--- src/rtl/seq_det_pkg.sv ---
// seq_det_pkg: shared constants and width helper for the serial pattern detector
package seq_det_pkg;
    typedef enum logic {MODE_OVL, MODE_NOVL} mode_e;
    function automatic int fill_w(input int pat_w);
        return $clog2(pat_w + 1);
    endfunction
endpackage

--- src/rtl/seq_det_hist.sv ---
// seq_det_hist: bit history shift register plus saturating fill counter
module seq_det_hist
    import seq_det_pkg::*;
#(
    parameter int PAT_W = 3,
    parameter int FW    = fill_w(PAT_W)
) (
    input  logic             clock,
    input  logic             reset_in,
    input  logic             shift,
    input  logic             din,
    input  logic             clr_fill,
    input  logic             clr_all,
    output logic [PAT_W-1:0] history,
    output logic [FW-1:0]    fill
);
    localparam logic [FW-1:0] FULL = FW'(PAT_W);

    always_ff @(posedge clock or posedge reset_in) begin
        if (reset_in) begin
            history <= '0;
            fill    <= '0;
        end else if (clr_all) begin
            history <= '0;
            fill    <= '0;
        end else if (shift) begin
            history <= {history[PAT_W-2:0], din};
            fill    <= clr_fill ? '0 : (fill == FULL ? fill : fill + 1'b1);
        end
    end
endmodule

--- src/rtl/seq_det_param.sv ---
// seq_det_param: serial pattern detector with runtime-loadable pattern;
// the saturating match counter and match_cnt port exist only under SEQ_DET_CNT_EN
module seq_det_param
    import seq_det_pkg::*;
#(
    parameter int               PAT_W   = 3,
    parameter logic [PAT_W-1:0] RST_PAT = PAT_W'(3'b101),
    parameter int               OVERLAP = 1,
    parameter int               CNT_W   = 8
) (
    input  logic             clock,
    input  logic             reset_in,
    input  logic             seq_in,
    input  logic             seq_valid,
    input  logic             pat_load,
    input  logic [PAT_W-1:0] pat_in,
    input  logic             cnt_clr,
    output logic             detect_out
`ifdef SEQ_DET_CNT_EN
    ,
    output logic [CNT_W-1:0] match_cnt
`endif
);
    localparam int    FW   = fill_w(PAT_W);
    localparam mode_e MODE = (OVERLAP != 0) ? MODE_OVL : MODE_NOVL;

    logic [PAT_W-1:0] pattern;
    logic [PAT_W-1:0] history;
    logic [FW-1:0]    fill;
    logic             shift;
    logic             match;
    logic             unused_hist_msb;

    // a load discards the incoming bit, so it also blocks shifting and matching
    assign shift = seq_valid & ~pat_load;
    assign match = shift && fill >= FW'(PAT_W - 1) && {history[PAT_W-2:0], seq_in} == pattern;
    assign unused_hist_msb = history[PAT_W-1];

    seq_det_hist #(.PAT_W(PAT_W), .FW(FW)) u_hist (
        .clock    (clock),
        .reset_in (reset_in),
        .shift    (shift),
        .din      (seq_in),
        .clr_fill (match && MODE == MODE_NOVL),
        .clr_all  (pat_load),
        .history  (history),
        .fill     (fill)
    );

    always_ff @(posedge clock or posedge reset_in) begin
        if (reset_in) begin
            pattern    <= RST_PAT;
            detect_out <= 1'b0;
        end else begin
            pattern    <= pat_load ? pat_in : pattern;
            detect_out <= match;
        end
    end

`ifdef SEQ_DET_CNT_EN
    always_ff @(posedge clock or posedge reset_in) begin
        if (reset_in)
            match_cnt <= '0;
        else if (cnt_clr)
            match_cnt <= '0;
        else if (match && match_cnt != '1)
            match_cnt <= match_cnt + 1'b1;
    end
`else
    logic unused_cnt_clr;
    assign unused_cnt_clr = cnt_clr;
`endif
endmodule

--- config.mk ---
export PLATFORM = sky130hd
export DESIGN_NAME = seq_det_param
export DESIGN_NICKNAME = d
export VERILOG_FILES = /design/src/rtl/seq_det_pkg.sv /design/src/rtl/seq_det_hist.sv /design/src/rtl/seq_det_param.sv
export SDC_FILE = /design/constraint.sdc
export NUM_CORES = 1
export LEC_CHECK = 0
export CORE_AREA = 2 2 39 41
export CTS_BUF_LIST = sky130_fd_sc_hd__clkbuf_2
export CTS_CLUSTER_SIZE = 20
export DETAILED_ROUTE_END_ITERATION = 12
export DIE_AREA = 0 0 41 43
export GPL_ROUTABILITY_DRIVEN = 0
export GPL_TIMING_DRIVEN = 0
export HOLD_SLACK_MARGIN = 0.06
export SKIP_LAST_GASP = 1
export SLEW_MARGIN = 20
export SYNTH_ARGS = -nofsm -noshare
export SYNTH_HDL_FRONTEND = slang
export SYNTH_SLANG_ARGS = --single-unit
--- constraint.sdc ---
create_clock -name clock -period 3.45 [get_ports clock]
set_clock_uncertainty 0.05 [all_clocks]
set_input_delay 0.5175 -clock clock [delete_from_list [all_inputs] [get_ports clock]]
set_output_delay 0.5175 -clock clock [all_outputs]
set_load 0.02 [all_outputs]
==> results of run 1 <==
flip-flops by register name, indices dropped and copies added, names as in the netlist:
register        count
u_hist.fill         2
u_hist.history      2
pattern             3
detect_out          1
kinds of logic (layout without fill, tap and decap cells):
| family | Yosys count | after routing | share of synthesized area |
|---|---|---|---|
| adder cells (fa/ha/maj) | 2 | 2 | 0.0647 |
| AND/OR/NAND/NOR | 6 | 6 | 0.0841 |
| multiplexers | 5 | 5 | 0.139 |
| flip-flops | 8 | 8 | 0.524 |
| buffers and inverters | 4 | 15 | 0.0421 |
| AO/OA/AOI/OAI | 2 | 2 | 0.0550 |
| XOR/XNOR | 4 | 4 | 0.0906 |
power breakdown:
group | switching [mW] | internal [mW]
logic | 0.0132 | 0.0199
clock network | 0.0329 | 0.0308
registers | 0.00607 | 0.103
metal layers:
| layer | up-vias | track usage |
|---|---|---|
| met1 | 122 | 0.112 |
| met5 | - | 0 |
| met3 | 0 | 0.0471 |
| met2 | 5 | 0.122 |
| met4 | 0 | 0.0600 |
| li1 | 125 | - |
layout make-up:
class | count | area share
inverters | 3 | 0.0227
plain buffers | 1 | 0.0101
flip-flops and latches | 8 | 0.408
repair buffers | 7 | 0.141
multi-input cells | 19 | 0.338
well taps | 16 | 0.0403
clock buffers | 4 | 0.0403
cell usage in the layout (no fill, tap or decap), drive strengths merged:
master         instances
a211oi                 1
and2b                  1
buf                    1
clkbuf                 4
clkdlybuf4s50          7
dfrtp                  6
dfstp                  2
ha                     2
inv                    3
mux2                   3
mux2i                  2
nor2                   4
nor3                   1
o2111ai                1
xnor2                  2
xor2                   2
worst min path at each step:
stage	end	slack [ns]	cells past startpoint	startpoint
finish	u_hist.fill[1]	0.47	2	reset_in
global route	u_hist.fill[1]	0.47	2	pat_load
CTS	u_hist.fill[1]	0.47	2	reset_in
detailed placement	pattern[1]	0.48	1	pattern[1]
global placement	pattern[1]	0.47	1	pattern[1]
floorplan	detect_out	0.28	1	reset_in
per-stage QoR:
step                 util  hold WS [ns]  instances  cell area (sq um)  total power, mW
global route        0.359         0.472         58                497            0.221
CTS                 0.359         0.473         58                497            0.209
detailed placement  0.344         0.478         54                477            0.145
finish              0.359         0.471         58                497            0.206
floorplan               -         0.282         31                387            0.132
global placement    0.344         0.473         54                477            0.144
==> flow_summary_export.csv, run 1 <==
group,metric,value,unit
layout,fillers,142,
timing,tightest_slew,0.304,ns
routing,routed_wl,577,um
power_and_ir_drop,powerDensity,414,nW/um^2
layout,fin_nets,54,
routing,dr.max_layer_used,"met3",
worst_setup_path,worstPathCellList,"clkdlybuf4s50_1",
worst_setup_path,cp_num_cells,1,
timing,rsz0062_at_grt,"no",
global_route,antenna_found_initial,0,
clock_tree,numCtsBuffers,3,
layout,drive_gt1_frac,0.310,
floorplanning,io_pins,10,
worst_setup_path,crit_fanout,1,
clock_tree,clk_pin_slew,0.09,ns
global_route,grt_pass1_vias,254,
floorplanning,die_area,1760,sq um
worst_setup_path,cp_data_arrival_time,1.13,ns
clock_tree,cts-root-buf,"clkbuf_2",
floorplanning,fp-row-count,14,
routing,dr_wl_met2,280,um
logic_synthesis,synth_seq_cells,8,
worst_setup_path,required,2.88,ns
logic_synthesis,synth_area_leaders,"dfrtp_1 (39%), dfstp_2 (14%), mux2_2 (8.7%)",
worst_setup_path,r2r-end,"u_hist.fill[1]",
placement,dp_hpwl,446,um
clock_tree,post_cts_buffers,0,
floorplanning,initial_utilization,0.279,
routing,num_vias,252,
timing,min_period_over_period,0.493,
timing,tns,0,ns
routing,wl_met1,268,um
floorplanning,coreArea,1380,sq um
logic_synthesis,synth.yosys.seq_area_share,0.524,
global_route,grt.overflow.total,0,
timing,worst_slack,1.75,ns
logic_synthesis,synth_nets,42,
placement,port_buffers,7,
worst_setup_path,r2r_slack,2.23,ns
clock_tree,cts_tree,"done",
worst_setup_path,cp-start-kind,"flop",
routing,dr.first_iter.drc_count,4,
routing,viasPerCell,4.34,
global_route,grt_max_degree,9,
worst_setup_path,reg2reg_depth,4,
logic_synthesis,synth_edf_count,0,
worst_setup_path,endpoint_kind,"output port",
logic_synthesis,ys_top_cells_by_count,"dfrtp_1 (6), inv_1 (3), mux2_2 (3), nor2_1 (3)",
timing,slew_viol_final,0,
routing,wl_met3,28,um
routing,wl_per_cell,9.95,um
layout,diodes,0,
floorplanning,fp.dieW,41,um
clock_tree,clock_latency,0.24,ns
timing,slew_headroom,0.797,
power_and_ir_drop,power.leakage,0.230,nW
flow_run,max_cap_viol_count,0,
min_path,hold_class,"in2async",
power_and_ir_drop,ir_drop,0.156,mV
worst_setup_path,path_delay_family,"buffers and inverters",
clock_tree,clkSinkCount,8,
timing,period_needed,1.70,ns
routing,drtPass1Iterations,4,
worst_setup_path,r2r_start,"u_hist.fill[1]",
logic_synthesis,synth_ff_type,"dfrtp_1",
logic_synthesis,synthArstFlopShare,1.00,
timing,timing.fmax,0.588,GHz
global_route,grt_usage,0.0921,
global_route,grt_pass1_wl,1.04,mm
layout,area_growth,28.5,%
outcome,status,"finished clean",
clock_tree,htreeDepth,1,
clock_tree,holdBufCountCts,0,
logic_synthesis,synth_top_area_cell,"dfrtp_1",
routing,ant_nets,0,
logic_synthesis,synthCells,31,
worst_setup_path,slowest_stage,"clkdlybuf4s50_1",
worst_setup_path,crit_buf_inv,1,
timing,setup_viol,0,
logic_synthesis,syn-cell-area,387,sq um
worst_setup_path,path_class,"reg2out",
clock_tree,cts_resized,0,
layout,multi_input_area,168,sq um
worst_setup_path,startpoint,"detect_out",
logic_synthesis,synth_cell_type_count,15,
layout,regArea,203,sq um
worst_setup_path,endpoint,"detect_out",
logic_synthesis,yosysTopAreaCellShare,0.388,
worst_setup_path,critical-path-max-stage-delay,0.59,ns
logic_synthesis,yosys_warnings,0,
logic_synthesis,synth_most_common_cell,"dfrtp_1",
logic_synthesis,postSynthAreaPerCell,12.5,sq um
clock_tree,clockBufferDepth,2,
timing,hold_violations,0,
routing,drc,0,
floorplanning,dieHeight,43,um
placement,post-place-ws,1.78,ns
Note: power is estimated with default switching activity, not from simulation.
==> run 2, diff against run 1 <==
Clock period 3.45 ns to 1.41 ns, I/O delays scaled along.
==> run 2 against run 1 <==
Net effect:
- cell count unchanged
- worst setup slack got worse by 1.6 ns
- critical endpoint is now u_hist.fill[1]
- count of clock-buffer cells in the layout unchanged
- highest routed layer unchanged
- combinational power is 140% higher
- wire length unchanged
==> flow_summary_export.csv, run 2 (same netlist as run 1, synthesis figures left out) <==
group,metric,value,unit
worst_setup_path,path_delay_family,"flip-flops",
placement,port_buffers,7,
worst_setup_path,startpoint,"u_hist.fill[1]",
worst_setup_path,worstPathCellList,"ha_1 > and2b_4 > nor2_2 > a211oi_2",
timing,worst_slack,0.188,ns
worst_setup_path,endpoint_kind,"flop",
power_and_ir_drop,comb_power_share,0.160,
timing,hold_violations,0,
floorplanning,fp-row-count,14,
routing,wl_per_cell,9.95,um
floorplanning,dieHeight,43,um
layout,top_register,"pattern",
power_and_ir_drop,p_sw_frac,0.253,
clock_tree,post_cts_buffers,0,
global_route,grt.overflow.total,0,
min_path,hold_class,"in2async",
clock_tree,numCtsBuffers,3,
layout,top_regs,"pattern x3, u_hist.fill x2, u_hist.history x2",
layout,layout_common_cells,"dfrtp_1 (6), clkdlybuf4s50_1 (6), clkbuf_2 (4)",
worst_setup_path,path_class,"reg2reg",
layout,diodes,0,
clock_tree,clock_latency,0.24,ns
timing,setup_viol,0,
floorplanning,coreArea,1380,sq um
placement,dp_hpwl,446,um
routing,num_vias,252,
floorplanning,io_pins,10,
placement,post-place-ws,0.0485,ns
clock_tree,clockBufferDepth,2,
layout,area_growth,28.2,%
global_route,grt_pass1_vias,254,
timing,timing.fmax,0.818,GHz
worst_setup_path,critical-path-max-stage-delay,0.43,ns
timing,rsz0062_at_grt,"no",
clock_tree,cts-root-buf,"clkbuf_2",
global_route,grt_max_degree,9,
worst_setup_path,slowest_stage,"dfrtp_1",
clock_tree,htreeDepth,1,
timing,slew_headroom,0.797,
routing,drtPass1Iterations,4,
global_route,antenna_found_initial,0,
clock_tree,clkSinkCount,8,
power_and_ir_drop,powerDensity,1020,nW/um^2
global_route,grt_usage,0.0921,
layout,drive_gt1_frac,0.310,
timing,period_needed,1.22,ns
power_and_ir_drop,power_frac_clock,0.310,
flow_run,max_cap_viol_count,0,
floorplanning,die_area,1760,sq um
floorplanning,initial_utilization,0.279,
timing,min_period_over_period,0.867,
power_and_ir_drop,ir_drop,0.382,mV
worst_setup_path,required,1.52,ns
worst_setup_path,crit_fanout,4,
timing,tns,0,ns
power_and_ir_drop,p_int,376,uW
worst_setup_path,cp_data_arrival_time,1.33,ns
clock_tree,clk_pin_slew,0.09,ns
timing,tightest_slew,0.304,ns
routing,dr.first_iter.drc_count,4,
routing,viasPerCell,4.34,
power_and_ir_drop,pwr-share-seq,0.530,
worst_setup_path,crit_buf_inv,0,
floorplanning,fp.dieW,41,um
routing,drc,0,
power_and_ir_drop,power.leakage,0.235,nW
power_and_ir_drop,p_sw,128,uW
global_route,grt_pass1_wl,1.04,mm
routing,routed_wl,577,um
outcome,status,"finished clean",
layout,largest_reg_flops,3,
routing,ant_nets,0,
timing,slew_viol_final,0,
layout,fin_nets,54,
worst_setup_path,r2r_start,"u_hist.fill[1]",
clock_tree,cts_tree,"done",
worst_setup_path,cp-start-kind,"flop",
## run 2: final cells by class
type                            count  area (sq um)
Fill cell                         141           888
Tap cell                           16          20.0
Sequential cell                     8           203
Buffer                              1          5.00
Timing Repair Buffer                7          68.8
Inverter                            3          11.3
Multi-Input combinational cell     19           168
Clock buffer                        4          20.0
## run 2: per-layer routing
metal | vias to the layer above | wire length (um) | global-route usage
met1 | 122 | 268 | 0.112
li1 | 125 | - | -
met3 | 0 | 28 | 0.0471
met2 | 5 | 280 | 0.122
met5 | - | 0 | 0
met4 | 0 | 0 | 0.0600
## run 2: worst paths after layout
path                       depth (start not counted)              to  slack, ns
max                                                4  u_hist.fill[1]       0.19
min                                                2  u_hist.fill[1]       0.16
max reg2reg                                        4  u_hist.fill[1]       0.19
min reg2reg                                        1      pattern[1]       0.50
max in group asynchronous                          2      pattern[2]       0.84
min in group clock                                 2  u_hist.fill[1]       0.19
## run 2: per-stage QoR
| stage | cell area [sq um] | hold WS [ns] | util | power (mW) | cells |
|---|---|---|---|---|---|
| after floorplan | 387 | -0.0243 | - | 0.323 | 31 |
| after global placement | 477 | 0.435 | 0.344 | 0.353 | 54 |
| after detailed placement | 477 | 0.441 | 0.344 | 0.354 | 54 |
| after CTS | 495 | 0.167 | 0.358 | 0.512 | 58 |
| after global routing | 495 | 0.166 | 0.358 | 0.541 | 58 |
| final | 495 | 0.165 | 0.358 | 0.503 | 58 |
## run 2: timing repair
action,in CTS,in global routing
setup endpoints to repair,1,0
hold endpoints to repair,0,0
hold buffers,0,0
gates resized for setup,1,0
## run 2: power by group through the flow
| stage | combinational (mW) | clock (mW) | sequential (mW) |
|---|---|---|---|
| after floorplan | 0.0547 | 0 | 0.269 |
| after detailed placement | 0.0827 | 0 | 0.271 |
| after global placement | 0.0821 | 0 | 0.271 |
| final | 0.0807 | 0.156 | 0.267 |
| after CTS | 0.0825 | 0.162 | 0.267 |
| after global routing | 0.0895 | 0.182 | 0.270 |
## run 2: worst reg2reg max path, stage by stage, from the launching register on
cell and delay (ns):
dfrtp_1 0.43, ha_1 0.19, and2b_4 0.26, nor2_2 0.04, a211oi_2 0.18
==> run 3, diff against run 2 <==
--- a/config.mk
+++ b/config.mk
@@ -19,2 +19,3 @@
 export SYNTH_HDL_FRONTEND = slang
 export SYNTH_SLANG_ARGS = --single-unit
+export TNS_END_PERCENT = 5
==> constraint.sdc (replaced) <==
create_clock -name clock -period 1.41 [get_ports clock]
set_clock_uncertainty 0.05 [all_clocks]
set_input_delay 0.423 -clock clock [delete_from_list [all_inputs] [get_ports clock]]
set_output_delay 0.423 -clock clock [all_outputs]
set_load 0.02 [all_outputs]
==> run 3 against run 2 <==
Net effect:
- non-clock buffer count stayed put
- largest power group unchanged
- total power hardly changed
- sequential share of layout area is 0.10 points lower
- cell count stayed put
- global-route usage stayed put
- die area stayed put
- clock power hardly changed
- flip-flop and latch count stayed put
- via count stayed put
- largest cell class unchanged
- worst setup slack worse by 0.11 ns
- critical path depth is 3 lower
- fmax is 8.1% lower
==> flow_summary_export.csv, run 3 (same netlist as run 1, synthesis figures left out) <==
group,metric,value,unit
placement,dp_hpwl,446,um
routing,ant_nets,0,
global_route,grt_pass1_vias,254,
routing,routed_wl,577,um
clock_tree,clock_latency,0.24,ns
routing,drc,0,
floorplanning,dieHeight,43,um
worst_setup_path,cp-start-kind,"flop",
worst_setup_path,required,0.94,ns
floorplanning,io_pins,10,
clock_tree,cts_resized,1,
worst_setup_path,critical-path-max-stage-delay,0.36,ns
global_route,grt_max_degree,9,
global_route,grt.overflow.total,0,
placement,port_buffers,7,
power_and_ir_drop,powerDensity,1010,nW/um^2
timing,slew_headroom,0.797,
clock_tree,clkSinkCount,8,
layout,fillers,142,
floorplanning,fp.dieW,41,um
global_route,grt_usage,0.0921,
floorplanning,fp-row-count,14,
routing,wl_per_cell,9.95,um
routing,drtPass1Iterations,4,
worst_setup_path,r2r-end,"u_hist.fill[1]",
layout,fin_nets,54,
timing,tightest_slew,0.304,ns
worst_setup_path,cp_num_cells,1,
worst_setup_path,crit_buf_inv,1,
floorplanning,coreArea,1380,sq um
placement,placed_area,477,sq um
clock_tree,cts_tree,"done",
clock_tree,holdBufCountCts,0,
layout,top_regs,"pattern x3, u_hist.fill x2, u_hist.history x2",
worst_setup_path,worstPathCellList,"clkdlybuf4s15_1",
worst_setup_path,path_delay_family,"flip-flops",
min_path,hold_class,"in2async",
layout,layout_common_cells,"dfrtp_1 (6), clkdlybuf4s50_1 (6), clkbuf_2 (4)",
global_route,grt_pass1_wl,1.04,mm
timing,rsz0062_at_grt,"no",
worst_setup_path,slowest_stage,"dfrtp_1",
routing,num_vias,252,
worst_setup_path,r2r_start,"u_hist.fill[1]",
layout,area_growth,28.5,%
worst_setup_path,crit_fanout,1,
power_and_ir_drop,power.leakage,0.231,nW
power_and_ir_drop,ir_drop,0.382,mV
floorplanning,die_area,1760,sq um
routing,dr.first_iter.drc_count,4,
worst_setup_path,r2r_slack,0.19,ns
routing,viasPerCell,4.34,
flow_run,max_cap_viol_count,0,
timing,slew_viol_final,0,
clock_tree,clockBufferDepth,2,
worst_setup_path,endpoint_kind,"output port",
layout,diodes,0,
timing,hold_violations,0,
timing,min_period_over_period,0.943,
worst_setup_path,endpoint,"detect_out",
timing,timing.fmax,0.752,GHz
layout,drive_gt1_frac,0.310,
outcome,status,"finished clean",
global_route,antenna_found_initial,0,
timing,setup_viol,0,
timing,period_needed,1.33,ns
placement,post-place-ws,-0.163,ns
timing,tns,0,ns
timing,worst_slack,0.0801,ns
clock_tree,clk_pin_slew,0.09,ns
layout,finalInstanceArea,497,sq um
worst_setup_path,reg2reg_depth,4,
worst_setup_path,path_class,"reg2out",
clock_tree,numCtsBuffers,3,
clock_tree,htreeDepth,1,
worst_setup_path,startpoint,"detect_out",
clock_tree,cts-root-buf,"clkbuf_2",
layout,largest_reg_flops,3,
floorplanning,initial_utilization,0.279,
worst_setup_path,cp_data_arrival_time,0.86,ns
layout,top_register,"pattern",
clock_tree,post_cts_buffers,0,
-- run 3: area by class of cell --
cell class | instances | area (sq um) | area share
Tap cell | 16 | 20.0 | 0.0403
Multi-Input combinational cell | 19 | 168 | 0.338
Clock buffer | 4 | 20.0 | 0.0403
Inverter | 3 | 11.3 | 0.0227
Sequential cell | 8 | 203 | 0.408
Timing Repair Buffer | 7 | 70.1 | 0.141
Buffer | 1 | 5.00 | 0.0101
-- run 3: through the flow --
step | std cells | utilization | hold WS [ns] | total power [mW]
after detailed placement | 54 | 0.344 | 0.478 | 0.354
final | 58 | 0.359 | 0.376 | 0.503
after global routing | 58 | 0.359 | 0.378 | 0.541
after floorplan | 31 | - | 0.187 | 0.323
after global placement | 54 | 0.344 | 0.473 | 0.353
after CTS | 58 | 0.358 | 0.379 | 0.512
-- run 3: report_power, final --
part | internal [mW] | total (mW) | switching (mW)
clock | 0.0754 | 0.156 | 0.0804
sequential | 0.252 | 0.267 | 0.0148
combinational | 0.0485 | 0.0808 | 0.0323
total | 0.376 | 0.503 | 0.128
-- run 3: worst min-delay path by stage --
stage / from / to / slack [ns] / depth (start not counted)
after floorplan: reset_in / detect_out / 0.19 / 1
after global placement: pattern[1] / pattern[1] / 0.47 / 1
after detailed placement: pattern[1] / pattern[1] / 0.48 / 1
after CTS: reset_in / u_hist.fill[1] / 0.38 / 2
after global routing: pat_load / u_hist.fill[1] / 0.38 / 2
final: reset_in / u_hist.fill[1] / 0.38 / 2
-- run 3: per-layer routing --
metal	routed length [um]	vias to the layer above	GRT usage
met2	280	5	0.122
li1	-	125	-
met1	268	122	0.112
met5	0	-	0
met3	28	0	0.0471
met4	0	0	0.0600
